==> src/rtl/debounce_unit.sv <==
// Multi-channel button debouncer: 2-flop sync, strobe-driven 4-state FSM per channel.
// Optional macro HOLD_REPEAT_EN adds auto-repeat press pulses while a button is held.
module debounce_unit #(
    parameter int NUM_BTN        = 4,
    parameter int STABLE_SAMPLES = 4,
    parameter int REPEAT_DELAY   = 64,
    parameter int REPEAT_RATE    = 16
) (
    input  logic               clk,
    input  logic               rst,
    input  logic               debounce_clk,
    input  logic [NUM_BTN-1:0] btn_in,
    output logic [NUM_BTN-1:0] btn_level,
    output logic [NUM_BTN-1:0] btn_press,
    output logic [NUM_BTN-1:0] btn_release
);

    typedef enum logic [1:0] {RELEASED, PRESS_PEND, PRESSED, RELEASE_PEND} state_t;

    localparam logic [3:0] STABLE = 4'(STABLE_SAMPLES);

    if (NUM_BTN < 1 || NUM_BTN > 8 || STABLE_SAMPLES < 2 || STABLE_SAMPLES > 15 ||
        REPEAT_DELAY < 1 || REPEAT_DELAY > 255 || REPEAT_RATE < 1 || REPEAT_RATE > 255) begin : g_bad_cfg
        $error("debounce_unit: parameter out of range");
    end

    logic [NUM_BTN-1:0] sync1;
    logic [NUM_BTN-1:0] sync2;
    logic               dclk_q;
    logic               armed;
    logic               tick;
    state_t             state [NUM_BTN];
    logic [3:0]         cnt   [NUM_BTN];

`ifdef HOLD_REPEAT_EN
    localparam logic [7:0] DELAY = 8'(REPEAT_DELAY);
    localparam logic [7:0] RATE  = 8'(REPEAT_RATE);
    logic [7:0]         hold [NUM_BTN];
    logic [NUM_BTN-1:0] repeating;
`endif

    function automatic logic [3:0] sat_inc(input logic [3:0] c);
        return (c == 4'hF) ? c : c + 4'd1;
    endfunction

    // armed blocks a strobe that is already high when reset is released
    assign tick = debounce_clk & ~dclk_q & armed;

    always_ff @(posedge clk or posedge rst) begin
        if (rst) begin
            sync1  <= '0;
            sync2  <= '0;
            dclk_q <= 1'b0;
            armed  <= 1'b0;
        end else begin
            sync1  <= btn_in;
            sync2  <= sync1;
            dclk_q <= debounce_clk;
            if (!debounce_clk)
                armed <= 1'b1;
        end
    end

    always_ff @(posedge clk or posedge rst) begin
        if (rst) begin
            for (int unsigned i = 0; i < NUM_BTN; i++) begin
                state[i] <= RELEASED;
                cnt[i]   <= '0;
`ifdef HOLD_REPEAT_EN
                hold[i]  <= '0;
`endif
            end
`ifdef HOLD_REPEAT_EN
            repeating   <= '0;
`endif
            btn_level   <= '0;
            btn_press   <= '0;
            btn_release <= '0;
        end else begin
            btn_press   <= '0;
            btn_release <= '0;
            if (tick) begin
                for (int unsigned i = 0; i < NUM_BTN; i++) begin
                    case (state[i])
                        RELEASED: begin
                            if (sync2[i]) begin
                                state[i] <= PRESS_PEND;
                                cnt[i]   <= 4'd1;
                            end
                        end
                        PRESS_PEND: begin
                            if (sync2[i]) begin
                                cnt[i] <= sat_inc(cnt[i]);
                                if (sat_inc(cnt[i]) == STABLE) begin
                                    state[i]     <= PRESSED;
                                    btn_level[i] <= 1'b1;
                                    btn_press[i] <= 1'b1;
`ifdef HOLD_REPEAT_EN
                                    hold[i]      <= '0;
                                    repeating[i] <= 1'b0;
`endif
                                end
                            end else begin
                                state[i] <= RELEASED;
                                cnt[i]   <= '0;
                            end
                        end
                        PRESSED: begin
                            if (!sync2[i]) begin
                                state[i] <= RELEASE_PEND;
                                cnt[i]   <= 4'd1;
                            end
`ifdef HOLD_REPEAT_EN
                            // hold restarts from zero after each repeat; first period DELAY, then RATE
                            else if (hold[i] + 8'd1 == (repeating[i] ? RATE : DELAY)) begin
                                btn_press[i] <= 1'b1;
                                repeating[i] <= 1'b1;
                                hold[i]      <= '0;
                            end else begin
                                hold[i] <= hold[i] + 8'd1;
                            end
`endif
                        end
                        RELEASE_PEND: begin
                            if (!sync2[i]) begin
                                cnt[i] <= sat_inc(cnt[i]);
                                if (sat_inc(cnt[i]) == STABLE) begin
                                    state[i]       <= RELEASED;
                                    btn_level[i]   <= 1'b0;
                                    btn_release[i] <= 1'b1;
                                end
                            end else begin
                                state[i] <= PRESSED;
                                cnt[i]   <= '0;
`ifdef HOLD_REPEAT_EN
                                hold[i]      <= '0;
                                repeating[i] <= 1'b0;
`endif
                            end
                        end
                        default: begin
                            state[i] <= RELEASED;
                            cnt[i]   <= '0;
                        end
                    endcase
                end
            end
        end
    end

endmodule

==> config.mk <==
export PLATFORM = sky130hd
export DESIGN_NAME = debounce_unit
export DESIGN_NICKNAME = d
export VERILOG_FILES = /design/src/rtl/debounce_unit.sv
export SDC_FILE = /design/constraint.sdc
export NUM_CORES = 1
export LEC_CHECK = 0
export CAP_MARGIN = 20
export CORE_UTILIZATION = 40
export CTS_BUF_LIST = sky130_fd_sc_hd__clkbuf_4 sky130_fd_sc_hd__clkbuf_8
export CTS_CLUSTER_DIAMETER = 40
export CTS_CLUSTER_SIZE = 10
export DETAILED_ROUTE_END_ITERATION = 8
export GPL_TIMING_DRIVEN = 0
export SLEW_MARGIN = 10
export SYNTH_ARGS = -nofsm -noshare
export SYNTH_HDL_FRONTEND = slang
export SYNTH_SLANG_ARGS = --single-unit
==> constraint.sdc <==
create_clock -name clk -period 1.61 [get_ports clk]
set_input_delay 0.322 -clock clk [delete_from_list [all_inputs] [get_ports clk]]
set_output_delay 0.322 -clock clk [all_outputs]
set_load 0.01 [all_outputs]
# Yosys cells after proc, flatten, opt, wreduce, memory -nomap -nowiden
# Index checks and enable logic that the tools add are counted.
# W data, S select, Z words.
[word_totals]
out_inout_bits = 12
inputBits = 7
ff_bits = 46
[op_classes]
bitwise_logic = 3
eq_ne = 52
addsub = 4
mux = 94
n_reduce_logical = 20
[ops]
columns = ["op", "count"]
rows = [
  ["$mux W4", 22],
  ["$pmux W4 S4", 4],
  ["$mux W2", 24],
  ["$ne A2 B2 Y1 const B", 24],
  ["$mux W1", 36],
  ["$pmux W2 S4", 4],
  ["$ne A3 B3 Y1 const B", 8],
  ["$reduce_and A6 Y1", 4],
  ["$reduce_and A5 Y1", 4],
  ["$add A4 B1 Y4 const B", 4],
  ["$eq A2 B2 Y1 const B", 8],
  ["$eq A4 B3 Y1 const B", 4],
  ["$eq A4 B4 Y1 const B", 4],
  ["$reduce_and A3 Y1", 4],
  ["$eq A2 B1 Y1 const B", 4],
  ["$logic_not A2 Y1", 4],
  ["$pmux W1 S2", 4],
  ["$reduce_bool A2 Y1", 4],
  ["$and A1 B1 Y1", 2],
  ["$not A1 Y1", 1],
]

# Depth between registers and ports, before layout
# Gate-level depths: netlist of the first run.
[depth]
depth_word = 7
mapped_depth = 5
depth_no_buf = 5

# Least setup slack after synthesis of the first run
# No wires, ideal clock.
[synth_path]
path_type = "flip-flop to flip-flop"
startpoint = "register cnt[8] in the netlist's numbering"
endpoint = "register btn_level[1]"
stages_incl_launch_ff = 6
arrival_ns = 1.630
n_path_buf = 0
setup_ns = 0.121
path_slack_ns = -0.141
cell_sequence = "dfrtp_1 -> ha_1 -> or4b_4 -> a31oi_4 -> a31oi_1 -> a2bb2oi_1"
[synth_via]
elab_chain_len = 5
word_cells_on_any_way = 7
cone_classes = "add/sub (1); eq/ne (4); mux (1); reduce/logical (1)"
[synth_rtl]
columns = ["item", "line", "source"]
rows = [
  ["start, declared", "33", "logic [3:0] cnt [NUM_BTN];"],
  ["start signal, assigned by index", "93", "cnt[i] <= sat_inc(cnt[i]);"],
  ["start signal, assigned by index", "126", "cnt[i] <= sat_inc(cnt[i]);"],
  ["$add A4 B1 Y4 or $eq A4 B4 Y1 (tied branches)", "43", "return (c == 4'hF) ? c : c + 4'd1;"],
  ["$mux W4 *", "43", ""],
  ["$eq A4 B3 Y1 *", "94, 127", ""],
  ["$ne A2 B2 Y1 (no line)", "--", ""],
  ["$reduce_and A6 Y1 (no line) *", "--", ""],
  ["end signal, assigned", "76", "btn_level <= '0;"],
  ["end signal, assigned by index", "96", "btn_level[i] <= 1'b1;"],
  ["end signal, assigned by index", "129", "btn_level[i] <= 1'b0;"],
  ["end, declared", "13", "output logic [NUM_BTN-1:0] btn_level,"],
]
# Every way passes the cells marked *; elsewhere a longest branch is shown, timed or not.
# A chain may end at the register's enable or synchronous reset.

# Worst setup path in the final report of the first run
[layout_path]
startpoint = "register cnt[9] in the netlist's numbering"
endpoint = "register btn_level[1]"
# The elaborated chain is that of the path after synthesis.

==> results.sh, run 1 <==
export IMPL_synthArstFlopShare_pct=100.0
export IMPL_synthTopCellsByArea="dfrtp_1, o21ai_0, nand3_1, a21oi_1, ha_1"
export IMPL_cts_made_buffers=5
export IMPL_maxSlewHeadroom_pct=68.68
export IMPL_fin_crit_ns=1.672
export IMPL_dp_cells=298
export IMPL_crit_fanout=4
export IMPL_drive_gt1_share_pct=23.60
export IMPL_multiInputGateArea_mm2=0.001156
export IMPL_fin_tns_setup_ns=-0.1807
export IMPL_cts_sinks=46
export IMPL_dp_hpwl_um=2844
export IMPL_clockBufferDepth=2
export IMPL_final_nets=260
export IMPL_vdd_drop_max_mv=0.5614
export IMPL_clk_pin_slew_worst_paths_ns=0.08
export IMPL_switchingPower_mw=1.282
export IMPL_synth_top_area_cell="dfrtp_1"
export IMPL_dpl_cell_area_mm2=0.002531
export IMPL_synth_area_mm2=0.002208
export IMPL_port_buffers=18
export IMPL_dr_pass1_iters=4
export IMPL_seq_area_mm2=0.001159
export IMPL_viasPerCell=5.509
export IMPL_cp_arrival_ns=1.86
export IMPL_slew_violations=0
export IMPL_hold_viol_final=0
export IMPL_max_freq_mhz=598.2
export IMPL_clkPwrFrac_pct=19.8
export IMPL_synthCells=209
export IMPL_grtUsageTotal_pct=16.81
export IMPL_crit_type="reg2reg"
export IMPL_grt_pass1_vias=1751
export IMPL_gp_congestion=0.7966
export IMPL_seq_area_frac_synth_pct=52.12
export IMPL_synth_top_area_share_pct=52.12
export IMPL_fin_crit_sh_pct=103.8
export IMPL_syn_avg_cell_area_um2=10.57
export IMPL_drt_wl_total_um=4486
export IMPL_dp_slack_ns=-0.5370
export IMPL_dieArea_mm2=0.005822
export IMPL_grt_overflow=0
export IMPL_drc=0
export IMPL_pwr_share_seq_pct=44.1
export IMPL_grt_max_degree=34
export IMPL_worstSetupEndpointType="flip-flop"
export IMPL_drt_initial_drc_count=91
export IMPL_post_route_cell_area_mm2=0.002864
export IMPL_yosys_warnings=0
export IMPL_sw_frac_of_total_pct=34.79
export IMPL_area_growth_pct=29.69
export IMPL_wl_per_cell_um=14.02
export IMPL_antenna_found_initial=0
export IMPL_chipWidth_um=76.30
export IMPL_violations="negative setup slack"
export IMPL_worstPathRequired_ns=1.79
export IMPL_p_leak_nw=1.205
export IMPL_synth_commonest_cells="dfrtp_1, o21ai_0, nand3_1"
export IMPL_powerDensity_mw_per_mm2=1287
export IMPL_worst_clock_skew_ns=0.003090
export IMPL_ys_flop_type="dfrtp_1"
export IMPL_synth_cell_types=44
export IMPL_diodes=0
export IMPL_max_slew_worst_pin_slew_ns=0.4698
export IMPL_stdcell_count=320
export IMPL_cts_root_buf="clkbuf_8"
export IMPL_num_io_pins=19
export IMPL_yosysMostFrequentCell="dfrtp_1"
export IMPL_vias=1763
export IMPL_critPathLaunchType="flip-flop"
export IMPL_cts_tree="built"
export IMPL_setup_ws_ns=-0.06180
export IMPL_insertion_delay_ns=0.29
export IMPL_ys_ff_latch=46
export IMPL_rows=26
export IMPL_syn_nets=220
export IMPL_setup_viol=5
export IMPL_rsz0062_at_grt="yes"
export IMPL_die_h_um=76.30
export IMPL_start_util_pct=42.43
export IMPL_synth_edf_count=0
export IMPL_htree_levels=2
export IMPL_hold_path_class="in2async"
export IMPL_status="complete, but fails checks"
export IMPL_finalPower_mw=3.686
export IMPL_ctsHoldBuffers=0
export IMPL_core_area_mm2=0.005205
export IMPL_grt_first_pass_wirelength_um=7845
export IMPL_p_comb_share_pct=36.2
export IMPL_ant_nets=0
export IMPL_fillers=463
export IMPL_p_int_mw=2.404
export IMPL_cap_violations=0
-- metrics by stage --
step           hold WS, ns  util (%)
2_1_floorplan       0.3312         -
3_3_place_gp        0.3321     48.25
3_5_place_dp        0.3379     48.63
4_1_cts             0.2915     53.53
5_1_grt             0.3293     55.02
6_report            0.2899     55.02
-- flip-flops by register name, summed over array words and instances (netlist names), named ones only --
name	flops
armed	1
cnt	16
btn_press	4
dclk_q	1
btn_level	4
state	4
sync1	4
btn_release	4
sync2	4
-- cell usage in the layout, fill, tap and decap left out, types with 3 or more instances in the layout --
master	count
clkbuf_8	7
a21o_1	5
buf_4	14
ha_4	3
dfrtp_1	40
o21ai_0	21
o22ai_1	4
mux2i_1	3
xor2_2	4
a2bb2oi_2	3
nand3_1	14
nand2b_1	6
clkdlybuf4s50_1	17
dfrtp_2	6
o211a_1	3
a21boi_0	6
a21oi_1	12
nand4_1	7
nand3b_1	4
and3_1	3
inv_1	7
nor4_1	3
nand2_1	10
-- power groups by stage --
stage	Clock [mW]	Combinational, mW	Sequential (mW)
after global placement	0	0.903	1.69
after detailed placement	0	0.910	1.69
final	0.728	1.33	1.62
after floorplan	0	0.747	1.61
after CTS	0.758	1.26	1.60
after global routing	0.806	1.48	1.66
-- logic make-up (layout without fill, tap and decap cells) --
logic type,after synthesis,in the layout,synth area share (%)
fa+ha+maj,4,4,2.266
buf+inv,12,53,2.210
compound gates,67,67,20.28
mux,4,4,1.870
flops,46,46,52.12
simple gates,70,70,18.87
xor+xnor,6,6,2.380
-- worst max-delay path, stage by stage, from the launching register on --
cell and delay, ns:
dfrtp_2 0.43, buf_4 0.14, or4b_4 0.52, a31oi_4 0.20, a31oi_1 0.13, a2bb2oi_2 0.14
-- worst paths after layout --
check                           depth (start not counted)    startpoint  slack [ns]            to
worst min register to register                          0      sync1[2]        0.35      sync2[2]
min in group clk                                        1  debounce_clk        0.33        dclk_q
worst max register to register                          5        cnt[9]       -0.06  btn_level[1]
max in group asynchronous                               3           rst        0.84        cnt[5]
worst min-delay path                                    2           rst        0.29      sync1[0]
worst max-delay path                                    5        cnt[9]       -0.06  btn_level[1]
-- area by class of cell --
cell class / instances / share of cell area, %
flip-flops and latches: 46 / 40.45
plain buffers: 4 / 1.136
clock buffers: 7 / 3.145
multi-input cells: 151 / 40.37
repair buffers: 33 / 10.62
inverters: 8 / 1.048
well taps: 70 / 3.058
clock inverters: 1 / 0.1747
-- what timing repair did --
| item | 4_1_cts | 5_1_grt |
|---|---|---|
| cloned | 0 | 0 |
| pin swaps | 5 | 7 |
| gates resized for setup | 18 | 12 |
| buffers inserted | 13 | 1 |
| hold endpoints to repair | 0 | 0 |
| endpoints found under the setup margin | 26 | 21 |
-- layer usage --
layer | GRT usage [%] | vias to the layer above | share of wire (%)
met2 | 29.37 | 30 | 49
met3 | 3.593 | 5 | 3.5
met5 | 0 | - | 0
met1 | 20.92 | 868 | 46
li1 | - | 860 | -
met4 | 4.615 | 0 | 1.1
No activity file was read; power rests on OpenSTA's default activity.
==> inputs of run 2 (changes only) <==
--- a/config.mk
+++ b/config.mk
@@ -12,6 +12,7 @@
 export CTS_CLUSTER_SIZE = 10
 export DETAILED_ROUTE_END_ITERATION = 8
 export GPL_TIMING_DRIVEN = 0
+export SKIP_LAST_GASP = 1
 export SLEW_MARGIN = 10
 export SYNTH_ARGS = -nofsm -noshare
 export SYNTH_HDL_FRONTEND = slang
==> constraint.sdc (replaced) <==
create_clock -name clk -period 2.05 [get_ports clk]
set_input_delay 0.41 -clock clk [delete_from_list [all_inputs] [get_ports clk]]
set_output_delay 0.41 -clock clk [all_outputs]
set_load 0.01 [all_outputs]
==> results.sh, run 2 (synthesis gave the netlist of run 1 again) <==
export IMPL_grt_pass1_vias=1538
export IMPL_largest_reg_flops=16
export IMPL_fin_crit_sh_pct=92.89
export IMPL_crit_type="reg2reg"
export IMPL_viasPerCell=5.592
export IMPL_rsz0062_at_grt="no"
export IMPL_post_route_cell_area_mm2=0.002609
export IMPL_max_freq_mhz=525.2
export IMPL_post_route_util_pct=50.12
export IMPL_fillers=488
export IMPL_drt_wl_total_um=3976
export IMPL_cts_resized=0
export IMPL_drt_initial_drc_count=80
export IMPL_clkPwrFrac_pct=25.8
export IMPL_p_int_mw=1.740
export IMPL_cts_root_buf="clkbuf_8"
export IMPL_hold_path_class="reg2reg"
export IMPL_diodes=0
export IMPL_dp_hpwl_um=2777
export IMPL_clockBufferDepth=2
export IMPL_die_h_um=76.30
export IMPL_crit_fanout=8
export IMPL_p_leak_nw=1.128
export IMPL_crit_chain="ha_1 -> nor4b_1 -> o31a_1 -> nand2_1 -> a211o_1"
export IMPL_vias=1711
export IMPL_cts_made_buffers=5
export IMPL_critPathMaxStageDelay_ns=0.45
export IMPL_chipWidth_um=76.30
export IMPL_status="finished clean"
export IMPL_finalPower_mw=2.642
export IMPL_gp_congestion=0.7936
export IMPL_rows=26
export IMPL_num_io_pins=19
export IMPL_grtUsageTotal_pct=14.89
export IMPL_fin_tns_setup_ns=0
export IMPL_pwr_share_seq_pct=48.6
export IMPL_hold_viol_final=0
export IMPL_cts_tree="built"
export IMPL_worst_clock_skew_ns=0.004121
export IMPL_setup_viol=0
export IMPL_wl_per_cell_um=12.99
export IMPL_drc=0
export IMPL_clk_pin_slew_worst_paths_ns=0.09
export IMPL_worstPathRequired_ns=2.25
export IMPL_sw_frac_of_total_pct=34.14
export IMPL_dr_pass1_iters=4
export IMPL_start_util_pct=42.43
export IMPL_slowest_stage="nor4b_1"
export IMPL_slew_violations=0
export IMPL_dpl_cell_area_mm2=0.002496
export IMPL_max_slew_worst_pin_slew_ns=0.5473
export IMPL_antenna_found_initial=0
export IMPL_worstSetupEndpointType="flip-flop"
export IMPL_multiInputGateArea_mm2=0.001008
export IMPL_switchingPower_mw=0.9022
export IMPL_most_common_layout_cells="dfrtp_1, o21ai_0, clkdlybuf4s50_1"
export IMPL_htree_levels=2
export IMPL_grt_overflow=0
export IMPL_grt_first_pass_wirelength_um=7024
export IMPL_insertion_delay_ns=0.30
export IMPL_ctsHoldBuffers=0
export IMPL_post_cts_setup_buffers=0
export IMPL_cap_violations=0
export IMPL_grt_max_degree=26
export IMPL_worst_r2r_path_depth=5
export IMPL_p_comb_share_pct=25.6
export IMPL_final_common_cell="dfrtp_1"
export IMPL_drive_gt1_share_pct=6.780
export IMPL_vdd_drop_max_mv=0.4341
export IMPL_top_register="cnt"
export IMPL_fin_crit_ns=1.904
export IMPL_maxSlewHeadroom_pct=63.39
export IMPL_hold_depth=0
export IMPL_dieArea_mm2=0.005822
export IMPL_area_growth_pct=18.13
export IMPL_powerDensity_mw_per_mm2=1013
export IMPL_final_nets=246
export IMPL_cts_sinks=46
export IMPL_port_buffers=18
export IMPL_seq_area_mm2=0.001151
export IMPL_core_area_mm2=0.005205
export IMPL_critPathLaunchType="flip-flop"
export IMPL_cp_arrival_ns=2.10
export IMPL_ant_nets=0
run 2: routing by layer:
metal / wire [um] / vias up / global-route usage, % / share of wire [%]
met5: 0 / - / 0 / 0
met4: 48 / 0 / 4.615 / 1.2
met3: 180 / 7 / 3.952 / 4.5
met2: 1795 / 33 / 23.06 / 45
met1: 1951 / 834 / 20.32 / 49
li1: - / 837 / - / -
run 2: power groups by stage:
stage                     Sequential (mW)  Clock, mW  Combinational (mW)
after floorplan                      1.24          0               0.555
after global placement               1.30          0               0.668
after detailed placement             1.29          0               0.681
after CTS                            1.28      0.700               0.682
after global routing                 1.32      0.737               0.781
final                                1.28      0.681               0.678
run 2: layout make-up:
class | count | area share [%]
Multi-Input combinational cell | 151 | 38.66
Clock buffer | 5 | 2.638
Inverter | 8 | 1.151
Sequential cell | 46 | 44.12
Timing Repair Buffer | 19 | 7.674
Buffer | 4 | 0.7194
Clock inverter | 3 | 1.679
Tap cell | 70 | 3.357
run 2: metrics by stage:
stage / hold WS, ns / worst slack (ns) / cells
3_3_place_gp: 0.3323 / -0.4257 / 297
6_report: 0.3534 / 0.1459 / 306
4_1_cts: 0.3566 / 0.1472 / 306
5_1_grt: 0.3662 / 0.002221 / 306
3_5_place_dp: 0.3364 / -0.1777 / 298
2_1_floorplan: 0.3312 / 0.2989 / 209
run 2: final timing paths:
path,slack [ns],endpoint,from
worst max-delay path,0.15,btn_level[0],cnt[12]
worst min-delay path,0.35,sync2[3],sync1[3]
worst max register to register,0.15,btn_level[0],cnt[12]
worst min register to register,0.35,sync2[3],sync1[3]
max in group asynchronous,1.13,btn_press[2],rst
min in group asynchronous,0.43,cnt[10],rst
run 2: worst max-delay path, delay by kind of cell, from the launching register on:
kind	cells	cell delay, ns
DFF	1	0.44
AOI/OAI and AO/OA	2	0.51
adders and majority gates	1	0.31
and+or+nand+nor	2	0.54
==> RTL change, RTL diff (settings of run 1) <==
Change the parameter `NUM_BTN` from 4 to 2.
--- a/src/rtl/debounce_unit.sv
+++ b/src/rtl/debounce_unit.sv
@@ -3,3 +3,3 @@
 module debounce_unit #(
-    parameter int NUM_BTN        = 4,
+    parameter int NUM_BTN        = 2,
     parameter int STABLE_SAMPLES = 4,
Interface: changed (resized btn_in, btn_level, btn_press and btn_release); port bits go from 19 to 11. No check against the original RTL was run, so the function may have changed too.
==> RTL change against run 1 <==
The flow finishes with violations (design-rule violations, negative setup slack). Sequential power down 48%. Routed wire length down 47%. Total power down 50%. Synthesized area down 46%. Worst setup slack worse by 40 ps. Clock power down 56%. Sequential cell count down 22. Count of clock-buffer cells in the layout down 3. Final area down 46%. Highest routed layer unchanged.
==> RTL change: results (changes against run 1) <==
** Yosys
- The count of different cell masters after synthesis was 39 (-11%).
- Commonest cells in the netlist :: dfrtp_1, inv_1, nand2_1, o21ai_0
- The synthesized netlist net count came to 117 (-47%).
- Sequential area share after synthesis :: 50.1% (-2.1 points)

** Worst setup path
- The critical path arrival is 1950 ps (+90 ps).

** Outcome
- Violated checks :: design-rule violations, negative setup slack
- Outcome :: finished, violations left

** Pwr
- The worst supply voltage drop on vdd came to 0.622 mV (+11%).
- The reported clock group power was 0.317 mW (-56%).
- Static leakage power :: 0.646 nW (-46%)
- Proportion of total power due to net switching :: 34.9% (+0.085 points)

** Finish
- The share of final-layout standard cells stronger than drive strength 1 was 28.5% (+4.9 points).
- Nets :: 145 (-44%)
- The total of fill cells in the finished design was 250 (-46%).
- The flip-flop count of the largest register, all copies and words added was 8 (-8).

** STA
- The number of failing setup endpoints in the final timing report is 5 (unchanged).
- The final worst-path setup slack came to -101 ps (-39.5 ps).
- Relative max-transition margin :: 40.0% (-29 points)

** Placed design
- Routability cong. :: 0.757 (-5.0%)
- The count of input and output buffers was 10 (-8).
- The cell area reported after detailed placement is 1360 um^2 (-46%).

** Detailed routing
- Post-route DRC violation count :: 6 (+6)

** Clock tree
- CTS H-tree depth :: 1 (-1)
- Clock insertion delay at the later pin of the skew report :: 310 ps (+20 ps)
- Clock Root Buffer :: clkbuf_4
## RTL change: final cells by class
type	count	area, um^2	share of cell area [%]
Clock buffer	4	36.3	2.36
Multi-Input combinational cell	77	622	40.4
Buffer	1	7.51	0.488
Sequential cell	24	606	39.4
Timing Repair Buffer	23	198	12.9
Tap cell	31	38.8	2.52
Inverter	8	30.0	1.95
## RTL change: final timing paths
check / start / end / slack (ps)
setup / recovery: cnt[1] / btn_release[1] / -100
hold / removal: sync1[0] / sync2[0] / 360
setup reg to reg: cnt[1] / btn_release[1] / -100
hold reg to reg: sync1[0] / sync2[0] / 360
max in group asynchronous: rst / cnt[0] / 510
min in group asynchronous: rst / armed / 490
## RTL change: through the flow
stage	TNS, ps	total power, mW
floorplan	-6.00	1.24
CTS	-292	1.83
detailed placement	-1930	1.36
finish	-383	1.84
global route	-735	1.97
global placement	-1550	1.35
## RTL change: worst reg2reg max path, delay by kind of cell, from the launching register on
kind | cells | cell delay (ps)
compound gates | 1 | 210
fa+ha+maj | 1 | 180
simple gates | 3 | 790
flops | 1 | 460
## RTL change: what timing repair did
action                     4_1_cts  5_1_grt
pin swaps                        3        6
resized for setup                8        2
setup endpoints to repair        8       12
buffers inserted                10        3
## RTL change: cell families after synthesis
logic type	after synthesis	synth area share (%)
adders and majority gates	2	2.09
muxes	3	2.61
AOI/OAI and AO/OA	29	17.8
buffers and inverters	9	3.13
xor gates and xnor gates	3	2.19
and+or+nand+nor	40	22.1
DFF	24	50.1
## RTL change: metal layers
| metal | vias to the layer above | global-route usage (%) | routed length, um |
|---|---|---|---|
| li1 | 461 | - | - |
| met1 | 455 | 21.8 | 1120 |
| met2 | 18 | 27.7 | 1170 |
| met3 | 2 | 5.30 | 91 |
| met4 | 0 | 3.83 | 17 |
| met5 | - | 0 | 0 |
